[config.mk]
export PLATFORM = sky130hd
export DESIGN_NAME = ccom_sched
export DESIGN_NICKNAME = d
export VERILOG_FILES = /design/src/rtl/ccom_sched.sv
export SDC_FILE = /design/constraint.sdc
export NUM_CORES = 1
export LEC_CHECK = 0
export ABC_AREA = 1
export CAP_MARGIN = 25
export CELL_PAD_IN_SITES_DETAIL_PLACEMENT = 0
export CELL_PAD_IN_SITES_GLOBAL_PLACEMENT = 1
export CORE_ASPECT_RATIO = 0.8
export CORE_MARGIN = 2
export CORE_UTILIZATION = 37
export DETAILED_ROUTE_END_ITERATION = 10
export PLACE_DENSITY_LB_ADDON = 0.1
export SYNTH_ARGS = -nofsm -noshare
export SYNTH_HDL_FRONTEND = slang
export SYNTH_SLANG_ARGS = --single-unit
[constraint.sdc]
create_clock -name clk -period 2.2 [get_ports clk]
set_input_delay 0.33 -clock clk [delete_from_list [all_inputs] [get_ports clk]]
set_output_delay 0.33 -clock clk [all_outputs]
set_load 0.03 [all_outputs]
[src/rtl/ccom_sched.sv]
// Sample-issue scheduler for channel compensation: takes one H estimate, then
// streams NSYM data symbols out of the symbol buffer against it.
module ccom_sched #(
  parameter int NFFT = 512,
  parameter int NSYM = 7,
  parameter int AW   = 12
) (
  input  logic          clk,
  input  logic          rst,
  input  logic          start,
  input  logic          h_vld_in,
  input  logic          sym_rdy,
  input  logic          hold,
  output logic          h_vld_out,
  output logic          rd_en,
  output logic [AW-1:0] rd_addr,
  output logic          sp_vld_out,
  output logic [2:0]    sym_idx,
  output logic          busy,
  output logic          done,
  output logic          err
);

  localparam int BW = (NFFT > 1) ? $clog2(NFFT) : 1;
  localparam logic [BW-1:0] LAST_BIN = BW'(NFFT - 1);
  localparam logic [2:0]    LAST_SYM = 3'(NSYM - 1);

  typedef enum logic [2:0] {IDLE, LOAD_H, WAIT_SYM, RUN, FIN} state_t;

  state_t        state, state_nxt;
  logic [BW-1:0] bin;
  logic          h_beat;
  logic          last_bin;

  assign h_beat   = (state == LOAD_H) && h_vld_in;
  assign rd_en    = (state == RUN) && !hold;
  assign last_bin = (bin == LAST_BIN);
  assign busy     = (state != IDLE);

  // NOTE: registers use non-blocking assignments so every flop samples the
  // pre-edge value of its neighbours, matching the hardware it describes.
  always_ff @(posedge clk) begin
    if (rst) state <= IDLE;
    else     state <= state_nxt;
  end

  // NOTE: state_nxt is defaulted before the case so no path leaves it
  // unassigned, which would otherwise infer a latch.
  always_comb begin
    state_nxt = state;
    unique case (state)
      IDLE:     if (start) state_nxt = LOAD_H;
      LOAD_H:   if (h_beat && last_bin) state_nxt = WAIT_SYM;
      WAIT_SYM: if (sym_rdy) state_nxt = RUN;
      RUN:      if (rd_en && last_bin) state_nxt = (sym_idx == LAST_SYM) ? FIN : WAIT_SYM;
      FIN:      state_nxt = IDLE;
      default:  state_nxt = IDLE;
    endcase
  end

  always_ff @(posedge clk) begin
    if (rst) begin
      bin        <= '0;
      rd_addr    <= '0;
      sym_idx    <= '0;
      h_vld_out  <= 1'b0;
      sp_vld_out <= 1'b0;
      done       <= 1'b0;
      err        <= 1'b0;
    end else begin
      h_vld_out  <= h_beat;
      sp_vld_out <= rd_en;
      done       <= (state == FIN);
      // H beats outside the load window are dropped and flagged until reset.
      if (h_vld_in && state != LOAD_H) err <= 1'b1;

      unique case (state)
        IDLE: if (start) begin
          bin     <= '0;
          rd_addr <= '0;
          sym_idx <= '0;
        end
        LOAD_H: if (h_beat) bin <= last_bin ? '0 : bin + 1'b1;
        RUN: if (rd_en) begin
          if (last_bin) begin
            bin <= '0;
            if (sym_idx == LAST_SYM) begin
              rd_addr <= '0;
              sym_idx <= '0;
            end else begin
              rd_addr <= rd_addr + 1'b1;
              sym_idx <= sym_idx + 1'b1;
            end
          end else begin
            bin     <= bin + 1'b1;
            rd_addr <= rd_addr + 1'b1;
          end
        end
        FIN: begin
          rd_addr <= '0;
          sym_idx <= '0;
        end
        default: ;
      endcase
    end
  end

endmodule

==> After elaboration in Yosys (flattened, before gate mapping) <==
Index checks and enable logic that the tools add are counted.
{ "totals": {"out_inout_bits": 21, "word_cells": 60, "register_bits": 31, "in_bits": 6} }
{ "op_classes": {"muxes": 21, "n_addsub": 3, "reduce_logical": 14, "n_eq_ne": 14} }
{ "ops": {"columns": ["operator", "count"], "rows": [
  ["2-to-1 mux 12 bit", 4],
  ["2-to-1 mux 9 bit", 4],
  ["one-hot mux 12 bit (3 select lines)", 1],
  ["2-to-1 mux 3 bit", 9],
  ["one-hot mux 9 bit (3 select lines)", 1],
  ["adder 12 x 1 -> 12 bit (second input constant)", 1],
  ["one-hot mux 3 bit (4 select lines)", 1],
  ["AND reduction 4 bit", 3],
  ["!= test 2 bit (second input constant)", 5],
  ["adder 9 x 1 -> 9 bit (second input constant)", 1],
  ["equality test 9 bit (second input constant)", 1],
  ["one-hot mux 3 bit (3 select lines)", 1],
  ["nonzero test 3 bit", 3],
  ["equality test 3 x 2 -> 1 bit (second input constant)", 2],
  ["equality test 3 bit (second input constant)", 2],
  ["logical AND 1 bit", 5],
  ["!= test 2 x 1 -> 1 bit (second input constant)", 2],
  ["adder 3 x 1 -> 3 bit (second input constant)", 1],
  ["equality test 3 x 1 -> 1 bit (second input constant)", 1],
  ["zero test 3 bit", 1],
  ["!= test 3 x 1 -> 1 bit (second input constant)", 1],
  ["AND reduction 3 bit", 1],
  ["zero test 1 bit", 1]
]} }

==> Longest topological paths before layout <==
Gate-level depths: netlist of run 1.
{ "logic_depth": {"word_depth": 5, "mapped_depth": 14, "ltp_nobuf": 14} }

==> Worst setup path before layout of run 1 <==
Ideal clock, no wire load.
{ "synth_timing": {"path_kind": "register to register", "from": "register bin[0]", "to": "register rd_addr[10]", "required_ns": 2.087, "setup_ns": 0.113, "path_buffers": 0, "period_less_slack_ns": 1.938, "t_arrival_ns": 1.825, "path_stages_with_launch": 15, "setup_slack_ns": 0.262, "cell_sequence": "dfxtp_1 ha_1 nand2_1 inv_1 nand3_1 nor2_1 and3_1 ha_1 inv_1 o21ai_0 nand2_2 nand2_4 inv_4 o21ai_1 nor2_1"} }
{ "synth_between": {"elab_chain_cells": 4} }
{ "synth_lines": {"columns": ["item", "line_no", "source"], "rows": [
  ["start, declared", "31", "logic [BW-1:0] bin;"],
  ["start signal, assigned", "83", "LOAD_H: if (h_beat) bin <= last_bin ? '0 : bin + 1'b1;"],
  ["start signal, assigned", "95", "bin <= bin + 1'b1;"],
  ["equality test 9 bit", "37", "assign last_bin = (bin == LAST_BIN);"],
  ["2-to-1 mux 12 bit", "85", "if (last_bin) begin"],
  ["2-to-1 mux 12 bit", "84", "RUN: if (rd_en) begin"],
  ["one-hot mux 12 bit (3 select lines)", "77", "unique case (state)"],
  ["end signal, assigned", "91", "rd_addr <= rd_addr + 1'b1;"],
  ["end signal, assigned", "96", "rd_addr <= rd_addr + 1'b1;"],
  ["end, declared", "16", "output logic [AW-1:0] rd_addr,"]
]} }
No other way between the ends. The select of a mux whose other input is x is not followed.
A chain may end at the register's enable or synchronous reset.

==> Final worst setup path of run 1 <==
{ "layout_timing": {"from": "register bin[0]", "to": "register state[1]"} }
{ "layout_between": {"elab_chain_cells": 4, "word_cells_on_any_way": 6} }
{ "layout_lines": {"columns": ["item", "line_no", "source"], "rows": [
  ["equality test 9 bit *", "37", null],
  ["logical AND 1 bit (on tied branches)", "55, 53", null],
  ["!= test 2 x 1 -> 1 bit (no line)", null, null],
  ["AND reduction 4 bit (no line) *", null, null],
  ["end signal, assigned", "44", "else state <= state_nxt;"],
  ["end, declared", "30", "state_t state, state_nxt;"]
]} }
Mark *: on every way between the ends. The rest lies on a longest branch, timed or not.

==> impl_metrics.ini, run 1 <==
[clock_network]
cts_max_path_buffers = 2
clk_latency_ns = 0.28
path_clk_slew_ns = 0.07
numClockSinks = 31
cts_tree = done
root_buffer = clkbuf_8
htree_levels = 2
cts_buffers = 5

[worst_setup_path]
required_ns = 2.42
criticalPathCategory = register to register
cp.arrival_ns = 2.24
critPathCaptureType = register
path_max_fanout = 5
start_kind = register
r2r_cells = 13

[finish]
layout.nets = 286
diodes = 0
area_growth_pct = 26.8
layout_commonest_cell = nand2_1
layout-drive-gt1-share_pct = 12.6
final_cell_mix = nand2_1, nor2_1, inv_1, dfxtp_1, clkdlybuf4s50_1
utilization_pct = 49.4
design_area_mm2 = 0.00210
fillers = 453

[sta]
hold_violations = 0
hold_slack_ns = 0.477
setup_viol = 0
setup_tns_ns = 0
worst_pin_slew_ns = 0.349
drv_slew = 0
fin_crit_ns = 2.02
fin_skew_ns = 0.00494
max_freq_mhz = 495
slew_headroom_pct = 76.6
fin_crit_sh_pct = 91.8

[routing]
routed-via-count = 1560
viasPerCell = 4.66
post_drt_wl_per_cell_um = 11.0
wl_um = 3690
first_pass_iters = 4
first_iter_violations = 73
ant_nets = 0
drc = 0

[logic_synthesis]
synth_largest_area_cell = dfxtp_1
syn_area_mm2 = 0.00166
ys_seq_area_share_pct = 37.4
ys_types = 31
syn_inst = 243
synth_seq_cells = 31
synth_top_area_share_pct = 37.4
synth_area_leaders = dfxtp_1, nand2_1, nor2_1
synth.avg_cell_area_um2 = 6.83
ys_warn_count = 0
syn-num-nets = 252

[flow_run]
maxCapViolCount = 0

[hold_path]
min_path_cells = 2
hold_path.class = register to register

[floorplanning]
die_h_um = 63.9
fp.dieW_um = 78.9
pin_count = 27
start_util_pct = 39.0
core.rowCount = 21
floorplan.die_area_mm2 = 0.00504
coreArea_mm2 = 0.00426

[place]
place_congestion = 0.803
portBuffers = 26
placed_cell_area_mm2 = 0.00199
hpwlAfterDp_um = 2700

[global_route]
grt.overflow.total = 0
grt_pass1_vias = 1376
grt_pass1_wl_um = 6390
antenna_found_initial = 0
grt_start_max_net_pins = 16
grt_usage_pct = 16.2

[pwr]
power_mw = 2.29
peakVddDrop_mv = 0.556
power_density_mw_per_mm2 = 1090
p_leak_nw = 0.846

[outcome]
status = completed
-- synth_stat cells --
library cell,count
a21oi_1,16
a21oi_2,1
a21oi_4,1
and2_1,1
and3_1,1
buf_6,2
clkbuf_1,1
dfxtp_1,31
ha_1,3
inv_1,34
inv_2,1
inv_4,1
nand2_1,47
nand2_2,5
nand2_4,1
nand3_1,16
nand3_2,2
nand3b_1,1
nand4_1,8
nor2_1,41
nor2_2,1
nor2_4,3
nor3_1,7
nor4_1,1
o21ai_0,8
o21ai_1,1
o21ai_2,2
o21bai_1,2
or2_0,1
or2_2,1
xor2_1,2
-- timing repair --
item / in CTS / in global routing
gates resized for setup: 0 / 8
setup buffers: 0 / 1
endpoints found under the setup margin: 0 / 12
hold buffers: 0 / 0
-- area by class of cell --
cell class | count | area, um2 | area share [%]
repair buffers | 30 | 290 | 13.8
flip-flops and latches | 31 | 623 | 29.6
inverters | 36 | 138 | 6.54
clock buffers | 8 | 100 | 4.76
well taps | 57 | 71.3 | 3.39
multi-input cells | 173 | 882 | 41.9
-- metal layers --
layer / vias up / global-route usage, % / share of wire (%)
li1: 842 / - / -
met1: 680 / 25.3 / 56
met2: 36 / 21.0 / 39
met3: 2 / 4.66 / 5.0
met4: 0 / 5.17 / 0.65
met5: - / 0 / 0
-- power by group --
| part | switching, mW | internal, mW |
|---|---|---|
| sequential | 0.0795 | 0.625 |
| combinational | 0.731 | 0.359 |
| clock | 0.210 | 0.285 |
| total | 1.02 | 1.27 |
-- logic make-up after synthesis --
family / after synthesis / share of synthesized area (%)
compound gates: 31 / 11.0
xor+xnor: 2 / 1.06
fa+ha+maj: 3 / 2.26
buf+inv: 39 / 9.88
flops: 31 / 37.4
simple gates: 137 / 38.4
-- per-stage QoR --
step                std cells  worst slack [ns]
global route              335           -0.0190
finish                    335             0.180
CTS                       334            0.0848
detailed placement        326             0.110
global placement          326             0.182
floorplan                 243             0.262
-- worst max-delay path, stage by stage (launching register included) --
cell     delay [ns]
dfxtp_2        0.35
ha_2           0.18
nand2_1        0.06
inv_1          0.07
nand3_1        0.11
nor2_2         0.14
and3_1         0.17
ha_1           0.16
inv_1          0.11
o21ai_1        0.16
nand2_1        0.13
nor2_2         0.14
nand2_1        0.06
a21oi_1        0.13
-- registers in the layout, indices dropped and copies added (netlist names) --
signal / flops
sp_vld_out: 1
state: 3
rd_addr: 12
err: 1
bin: 9
sym_idx: 3
done: 1
h_vld_out: 1
-- final timing paths --
check / start / to / slack (ns)
setup / recovery: bin[0]$_SDFFE_PP0P_ / state[1]$_SDFFE_PP0P_ / 0.18
hold / removal: err$_SDFFE_PP0P_ / err$_SDFFE_PP0P_ / 0.48
setup reg to reg: bin[0]$_SDFFE_PP0P_ / state[1]$_SDFFE_PP0P_ / 0.18
hold reg to reg: err$_SDFFE_PP0P_ / err$_SDFFE_PP0P_ / 0.48
Note: power is estimated with default switching activity, not from simulation.
==> run 2, diff against run 1 <==
--- a/config.mk
+++ b/config.mk
@@ -11,7 +11,7 @@
 export CELL_PAD_IN_SITES_GLOBAL_PLACEMENT = 1
 export CORE_ASPECT_RATIO = 0.8
 export CORE_MARGIN = 2
-export CORE_UTILIZATION = 37
+export CORE_UTILIZATION = 34
 export DETAILED_ROUTE_END_ITERATION = 10
 export PLACE_DENSITY_LB_ADDON = 0.1
 export SYNTH_ARGS = -nofsm -noshare
==> constraint.sdc (replaced) <==
create_clock -name clk -period 1.77 [get_ports clk]
set_input_delay 0.2655 -clock clk [delete_from_list [all_inputs] [get_ports clk]]
set_output_delay 0.2655 -clock clk [all_outputs]
set_load 0.03 [all_outputs]
==> impl_metrics.ini, run 2 (synthesis results as in run 1) <==
[floorplanning]
floorplan.die_area_mm2 = 0.00546
coreArea_mm2 = 0.00465
pin_count = 27
fp.dieW_um = 82.1
core.rowCount = 22
start_util_pct = 35.7
die_h_um = 66.5

[outcome]
failed_checks = negative setup slack
status = finished with violations

[finish]
design_area_mm2 = 0.00239
diodes = 0
final_cell_mix = nand2_1, nor2_1, inv_1, dfxtp_1, buf_4
layout.nets = 307
layout-drive-gt1-share_pct = 25.4
reg.largest.list = rd_addr x12, bin x9
largest-register = rd_addr
utilization_pct = 51.5
fillers = 460
area_growth_pct = 44.3
layout_commonest_cell = nand2_1
fin_cells = 359
largest_register_ffs = 12

[clock_network]
cts_hold_buffers = 0
cts_tree = done
path_clk_slew_ns = 0.07
cts_buffers = 5
numClockSinks = 31
clk_latency_ns = 0.28
htree_levels = 2
root_buffer = clkbuf_8
cts_max_path_buffers = 2

[worst_setup_path]
critPathCaptureType = register
path_max_fanout = 5
criticalPathCategory = register to register
start_kind = register
required_ns = 1.93
cp.arrival_ns = 1.97

[sta]
fin_skew_ns = 0.00540
rsz0062_at_grt = yes
drv_slew = 0
slew_headroom_pct = 65.4
worst_pin_slew_ns = 0.518
fin_crit_ns = 1.81
fin_crit_sh_pct = 102
max_freq_mhz = 553
setup_tns_ns = -0.338
hold_violations = 0
fin_ws_ns = -0.0377
setup_viol = 15

[routing]
first_pass_iters = 4
post_drt_wl_per_cell_um = 11.1
first_iter_violations = 81
wl_um = 3970
routed-via-count = 1659
viasPerCell = 4.62
ant_nets = 0
drc = 0

[pwr]
p_leak_nw = 1.02
peakVddDrop_mv = 0.704
power_density_mw_per_mm2 = 1300
power_mw = 3.12

[global_route]
grt.busiest_layer = met1
grt_pass1_vias = 1482
use_met1_pct = 25.0
grt_pass1_wl_um = 6970
grt_usage_pct = 16.7
met3_usage_pct = 5.01
grt_util_met2_pct = 22.7
grt_start_max_net_pins = 14
grt.overflow.total = 0
antenna_found_initial = 0

[place]
portBuffers = 26
placed_cell_area_mm2 = 0.00216
dp_cells = 347
place_congestion = 0.832
hpwlAfterDp_um = 2970

[hold_path]
hold_path.class = register to register

[flow_run]
maxCapViolCount = 0
-- run 2: cell count changes in the layout (fill, tap and decap cells not counted), moves of 3 or more --
cell,previous run,this run
o21ai_2,2,5
buf_4,4,24
nand2_2,5,8
nand2_1,47,43
o21ai_1,4,1
clkdlybuf4s50_1,26,22
-- run 2: layout make-up --
cell class	instances	area (um2)	area share, %
multi-input cells	173	983	41.1
flip-flops and latches	31	623	26.0
repair buffers	51	465	19.4
inverters	36	148	6.17
clock buffers	8	100	4.18
well taps	60	75.1	3.13
-- run 2: final timing paths --
path                                          start                      end  slack (ns)  cells after the start
worst max-delay path            bin[0]$_SDFFE_PP0P_  rd_addr[2]$_SDFFE_PP0P_       -0.04                     13
worst min-delay path               err$_SDFFE_PP0P_         err$_SDFFE_PP0P_        0.47                      2
worst max register to register  bin[0]$_SDFFE_PP0P_  rd_addr[2]$_SDFFE_PP0P_       -0.04                     13
worst min register to register     err$_SDFFE_PP0P_         err$_SDFFE_PP0P_        0.47                      2
-- run 2: metal layers --
metal | up-vias | share of wire (%)
met2 | 33 | 39
met4 | 0 | 0.96
li1 | 886 | -
met3 | 4 | 4.6
met5 | - | 0
met1 | 736 | 55
-- run 2: through the flow --
step / hold slack (ns) / worst slack [ns]
5_1_grt: 0.507 / -0.157
3_3_place_gp: 0.448 / -0.0642
2_1_floorplan: 0.342 / 0.00163
6_report: 0.471 / -0.0377
4_1_cts: 0.478 / -0.0202
3_5_place_dp: 0.463 / -0.0862
-- run 2: report_power, final --
group,switching [mW],total (mW),leakage (nW),internal (mW)
registers,0.0958,0.872,0.252,0.777
logic,0.990,1.63,0.712,0.641
clock network,0.266,0.620,0.0515,0.355
total,1.35,3.12,1.02,1.77
-- run 2: timing repair --
action | in CTS | in global routing
hold endpoints to repair | 0 | 0
gates resized for setup | 5 | 22
endpoints found under the setup margin | 17 | 26
buffers inserted | 0 | 4
pin swaps | 4 | 13
-- run 2: critical path, cell delays in order, from the launching register on --
cell and delay (ns):
dfxtp_2 0.35, ha_4 0.15, nand2_4 0.05, inv_2 0.06, nand3_2 0.07, nor2_2 0.13
and3_4 0.19, ha_4 0.17, inv_6 0.06, o21ai_4 0.12, nand2_2 0.07, nand2_4 0.12
buf_4 0.11, nor3_1 0.04
==> run 3, diff against run 2 <==
--- a/config.mk
+++ b/config.mk
@@ -13,6 +13,7 @@
 export CORE_MARGIN = 2
 export CORE_UTILIZATION = 34
 export DETAILED_ROUTE_END_ITERATION = 10
+export HOLD_SLACK_MARGIN = 0.12
 export PLACE_DENSITY_LB_ADDON = 0.1
 export SYNTH_ARGS = -nofsm -noshare
 export SYNTH_HDL_FRONTEND = slang
==> results of run 3 <==
No change in the layout: final DEF, timing and power equal those of run 2.
